## src/rtl/seven_segment_mux.sv

```systemverilog
// Multiplexed seven-segment display driver with frame-synchronous double buffering.
// Optional leading-zero blanking is built when macro SEVSEG_LZB_EN is defined.
module seven_segment_mux #(
    parameter int unsigned DIGITS     = 4,
    parameter int unsigned DIV        = 1000,
    parameter bit          ACTIVE_LOW = 1'b0
) (
    input  logic                  clk,
    input  logic                  rst_n,
    input  logic [4*DIGITS-1:0]   bcd,
    input  logic [DIGITS-1:0]     dp,
    input  logic [DIGITS-1:0]     blank,
    input  logic                  load,
    output logic [6:0]            seg,
    output logic                  seg_dp,
    output logic [DIGITS-1:0]     dsen,
    output logic                  frame_done
);

    localparam int unsigned CW = (DIV > 1) ? $clog2(DIV) : 1;
    localparam int unsigned IW = (DIGITS > 1) ? $clog2(DIGITS) : 1;
    localparam logic [CW-1:0] CNT_LAST = CW'(DIV - 1);
    localparam logic [IW-1:0] IDX_LAST = IW'(DIGITS - 1);

    logic [CW-1:0]         cnt;
    logic [IW-1:0]         idx;
    logic                  boundary;

    logic [4*DIGITS-1:0]   sh_bcd, act_bcd;
    logic [DIGITS-1:0]     sh_dp, act_dp;
    logic [DIGITS-1:0]     sh_blank, act_blank;
    logic                  pending;

    logic [DIGITS-1:0]     eff_blank;
    logic [3:0]            cur_bcd;
    logic                  cur_dp;
    logic                  cur_blank;
    logic [DIGITS-1:0]     dsen_n;

    logic [6:0]            seg_r;
    logic                  dp_r;
    logic [DIGITS-1:0]     dsen_r;
    logic                  fd_r;

    function automatic logic [6:0] hex7(input logic [3:0] v);
        logic [6:0] s;
        case (v)
            4'h0: s = 7'h7E;  4'h1: s = 7'h30;  4'h2: s = 7'h6D;  4'h3: s = 7'h79;
            4'h4: s = 7'h33;  4'h5: s = 7'h5B;  4'h6: s = 7'h5F;  4'h7: s = 7'h70;
            4'h8: s = 7'h7F;  4'h9: s = 7'h7B;  4'hA: s = 7'h77;  4'hB: s = 7'h1F;
            4'hC: s = 7'h4E;  4'hD: s = 7'h3D;  4'hE: s = 7'h4F;  default: s = 7'h47;
        endcase
        return s;
    endfunction

    assign boundary = (cnt == CNT_LAST) && (idx == IDX_LAST);

    always_ff @(posedge clk or negedge rst_n) begin
        if (!rst_n) begin
            cnt <= '0;
            idx <= '0;
        end else if (cnt == CNT_LAST) begin
            cnt <= '0;
            idx <= (idx == IDX_LAST) ? '0 : idx + 1'b1;
        end else begin
            cnt <= cnt + 1'b1;
        end
    end

    // A load landing on the boundary bypasses the shadow so it is never a frame late.
    always_ff @(posedge clk or negedge rst_n) begin
        if (!rst_n) begin
            sh_bcd    <= '0;
            sh_dp     <= '0;
            sh_blank  <= '0;
            act_bcd   <= '0;
            act_dp    <= '0;
            act_blank <= '0;
            pending   <= 1'b0;
        end else if (boundary && load) begin
            act_bcd   <= bcd;
            act_dp    <= dp;
            act_blank <= blank;
            pending   <= 1'b0;
        end else if (boundary && pending) begin
            act_bcd   <= sh_bcd;
            act_dp    <= sh_dp;
            act_blank <= sh_blank;
            pending   <= 1'b0;
        end else if (load) begin
            sh_bcd    <= bcd;
            sh_dp     <= dp;
            sh_blank  <= blank;
            pending   <= 1'b1;
        end
    end

`ifdef SEVSEG_LZB_EN
    // Walk down from the top digit; blanking stops at the first nonzero or dp digit.
    always_comb begin
        logic zrun;
        eff_blank = act_blank;
        zrun      = 1'b1;
        for (int unsigned k = DIGITS - 1; k >= 1; k--) begin
            zrun = zrun && (act_bcd[4*k +: 4] == 4'h0) && !act_dp[k];
            if (zrun) eff_blank[k] = 1'b1;
        end
    end
`else
    assign eff_blank = act_blank;
`endif

    always_comb begin
        cur_bcd   = '0;
        cur_dp    = 1'b0;
        cur_blank = 1'b0;
        dsen_n    = '0;
        for (int unsigned k = 0; k < DIGITS; k++) begin
            if (32'(idx) == k) begin
                cur_bcd   = act_bcd[4*k +: 4];
                cur_dp    = act_dp[k];
                cur_blank = eff_blank[k];
                dsen_n[k] = 1'b1;
            end
        end
    end

    always_ff @(posedge clk or negedge rst_n) begin
        if (!rst_n) begin
            seg_r  <= '0;
            dp_r   <= 1'b0;
            dsen_r <= '0;
            fd_r   <= 1'b0;
        end else begin
            seg_r  <= cur_blank ? '0 : hex7(cur_bcd);
            dp_r   <= cur_dp && !cur_blank;
            dsen_r <= dsen_n;
            fd_r   <= boundary;
        end
    end

    assign seg        = ACTIVE_LOW ? ~seg_r  : seg_r;
    assign seg_dp     = ACTIVE_LOW ? ~dp_r   : dp_r;
    assign dsen       = ACTIVE_LOW ? ~dsen_r : dsen_r;
    assign frame_done = fd_r;

endmodule
```

## config.mk

```make
export PLATFORM = sky130hd
export DESIGN_NAME = seven_segment_mux
export DESIGN_NICKNAME = d
export VERILOG_FILES = /design/src/rtl/seven_segment_mux.sv
export SDC_FILE = /design/constraint.sdc
export NUM_CORES = 1
export LEC_CHECK = 0
export BUFFER_PORTS_ARGS = -buffer_cell sky130_fd_sc_hd__buf_4
export CAP_MARGIN = 30
export CELL_PAD_IN_SITES_DETAIL_PLACEMENT = 1
export CELL_PAD_IN_SITES_GLOBAL_PLACEMENT = 2
export CORE_MARGIN = 2
export CORE_UTILIZATION = 41
export DETAILED_ROUTE_END_ITERATION = 8
export PLACE_DENSITY_LB_ADDON = 0.1
export REMOVE_ABC_BUFFERS = 1
export SYNTH_ARGS = -nofsm -noshare
export SYNTH_HDL_FRONTEND = slang
export SYNTH_SLANG_ARGS = --single-unit
```

## constraint.sdc

```tcl
create_clock -name clk -period 4.8 [get_ports clk]
set_input_delay 0.24 -clock clk [delete_from_list [all_inputs] [get_ports clk]]
set_output_delay 0.24 -clock clk [all_outputs]
set_load 0.005 [all_outputs]
```

==> results by group <==
Outcome
  – Status: finished clean

Placement
  – IO Port Bufs: 39
  – Final Wtd Congestion: 0.756
  – Pre-CTS setup slack: 1.76 ns
  – HPWL Detailed: 5230 microns
  – Placed Cells: 434
  – Cell Area, Placed: 3800 sq um

Setup path
  – CP Data Required Time: 5.03 ns
  – Critical path type: reg -> reg
  – Worst-path maximum fanout: 15
  – Startpoint type of the worst setup path: register
  – WP data arrival: 3.24 ns
  – Worst setup EP type: register

Detailed routing
  – Via/cell ratio: 5.37
  – Remaining DRCs: 0
  – Drt wl/cell: 17.1 microns
  – Initial DRC Count: 95
  – 1st-pass router iterations: 4
  – Post-route ant nets: 0
  – Via Count: 2427
  – Overall routed net length: 7720 microns

Logic synthesis
  – Largest area contributor in the netlist: dfrtp_1
  – Synth Register Bits: 74
  – Post-synth EDFFs: 0
  – Cell with the most instances after synthesis: dfrtp_1
  – Async S/R FF share, synth: 100%
  – Mapped Area: 3460 sq um
  – Synth Instances: 303
  – Mean post-synth cell area: 11.4 sq um
  – Synth top area share: 53.6%
  – Synth warn: 0
  – Top cells by count, synth: 74 x dfrtp_1, 41 x nand2_1, 30 x o21ai_0, 26 x o22ai_1, 20 x mux2_4
  – Top FF cell, synth: dfrtp_1
  – Netlist cell types: 43
  – Main area contributors after synthesis: dfrtp_1 54%, mux2_4 8.7%, o22ai_1 4.7%, nand2_1 4.5%, o21ai_0 4.3%
  – Register area share after synthesis: 53.6%

Final layout
  – N_diodes: 0
  – Post-route cell area: 4000 sq um
  – Post-Layout Cell Count: 452
  – Layout cell share with drive strength beyond 1: 25.4%
  – Fill cell count: 913
  – Nets@finish: 380
  – Synth-to-Final Area Change: 15.7%

Clock network
  – Num CTS Buffers: 9
  – Maximum clock path buffer count: 2
  – Postcts setup bufs: 0
  – Hold buffer count at CTS: 0
  – Post-CTS Resized: 0
  – Worst-skew pair later-pin latency: 0.34 ns
  – TritonCTS clock tree: yes
  – Clock root buffer: clkbuf_8
  – CTS sink count: 74
  – Worst-path clk slew: 0.08 ns
  – H-tree levels: 3

Floorplanning
  – Io pins: 40
  – Rows: 33
  – Core Region: 8180 sq um
  – Initial Util: 42.3%
  – Die width: 95.8 microns
  – DIE HEIGHT: 95.8 microns
  – Die area: 9180 sq um

Pwr
  – Leak: 1.81 nW
  – Power Dens Cells: 294 nW/um^2
  – Maximum vdd drop: 0.000145 V

Timing
  – Max Freq: 0.332 GHz
  – Fin crit share: 62.7%
  – Slew Viols, Final: 0
  – Final hold vios: 0
  – Setup violators final: 0
  – Clock skew: 0.00635 ns
  – TNS Setup: 0 ns
  – Worst-Margin Slew: 0.857 ns
  – RSZ-0062 raised after global routing: false
  – Crit path time final: 3.01 ns
  – Final WS setup: 1.79 ns
  – Slew HR: 42.7%

GRT
  – Largest net degree at the start of global routing: 75
  – Number of global-route vias before repair: 2486
  – Gr ovfl total: 0
  – Overall routing resource usage: 18.2%
  – First-pass GRT wire length: 12600 microns
  – Initial antenna violation count: 0

Run
  – Max Cap Violations: 0

Hold path
  – Hold crit path type: in -> reg
==> metrics by stage <==
stage	total power [mW]	hold WS (ns)	utilization, %
after detailed placement	0.758	0.447	46.5
after global routing	1.23	0.120	48.9
after floorplan	0.713	-0.0556	-
after global placement	0.755	0.445	46.3
final	1.18	0.139	48.9
after CTS	1.19	0.0769	48.5
==> sequential cells by signal, summed over array words and instances (netlist names) <==
name,cells
sh_bcd,16
seg,7
idx,2
act_blank,4
sh_blank,4
dsen,4
frame_done,1
act_dp,4
cnt,10
sh_dp,4
act_bcd,16
seg_dp,1
pending,1
==> layout make-up <==
cell class / instances / area (sq um) / share of cell area, %
Tap cell: 105 / 131 / 3.28
Sequential cell: 74 / 1850 / 46.3
Clock inverter: 3 / 15.0 / 0.375
Clock buffer: 13 / 149 / 3.72
Timing Repair Buffer: 44 / 360 / 9.01
Inverter: 6 / 22.5 / 0.563
Multi-Input combinational cell: 207 / 1470 / 36.8
==> critical path: stages (launching register included) <==
cell     delay [ns]
dfrtp_1        0.38
ha_1           0.21
nand2_1        0.13
nor4_4         0.62
and2_4         0.26
or2b_1         0.52
buf_4          0.40
mux2_2         0.37
==> kinds of logic (layout without fill, tap and decap cells) <==
logic type      Yosys count  count (layout)  synth area share [%]
fa+ha+maj                11              11                  3.98
simple gates             88              88                  12.2
buf+inv                  22              66                  3.87
xor+xnor                  7               7                  1.77
flops                    74              74                  53.6
compound gates           76              76                  14.3
mux                      25              25                  10.3
==> placed cells by master, fill, tap and decap left out, drive strengths merged, types with 5 or more instances in the layout <==
cell type  netlist  final
clkbuf           8     13
o22ai           26     26
inv              6      6
nor2            18     18
dfrtp           74     74
o21ai           31     31
buf              8     43
nor2b            5      5
mux2            24     24
nand2           41     41
ha              11     11
==> power by group <==
group,switching (mW),internal (mW),total (mW)
Combinational,0.0394,0.0535,0.0929
Sequential,0.0115,0.643,0.655
Clock,0.228,0.200,0.429
==> path summary, 6_finish.rpt <==
path                       startpoint     endpoint  slack, ns  cells after the start
max                            cnt[0]  sh_blank[1]       1.79                      7
min                             dp[0]     sh_dp[0]       0.14                      2
max reg2reg                    cnt[0]  sh_blank[1]       1.79                      7
min reg2reg                    cnt[0]       cnt[0]       0.47                      1
max in group asynchronous       rst_n       cnt[0]       4.03                      3
min in group asynchronous       rst_n       cnt[9]       0.23                      2
==> routing by layer <==
| metal | track usage [%] | routed length, microns | share of wire, % | vias to the layer above |
|---|---|---|---|---|
| li1 | - | - | - | 1154 |
| met1 | 24.3 | 3660 | 47 | 1222 |
| met2 | 29.6 | 3750 | 49 | 42 |
| met3 | 3.99 | 229 | 3.0 | 9 |
| met4 | 5.36 | 77 | 1.0 | 0 |
| met5 | 0 | 0 | 0 | - |
(Power assumes the default switching activity.)
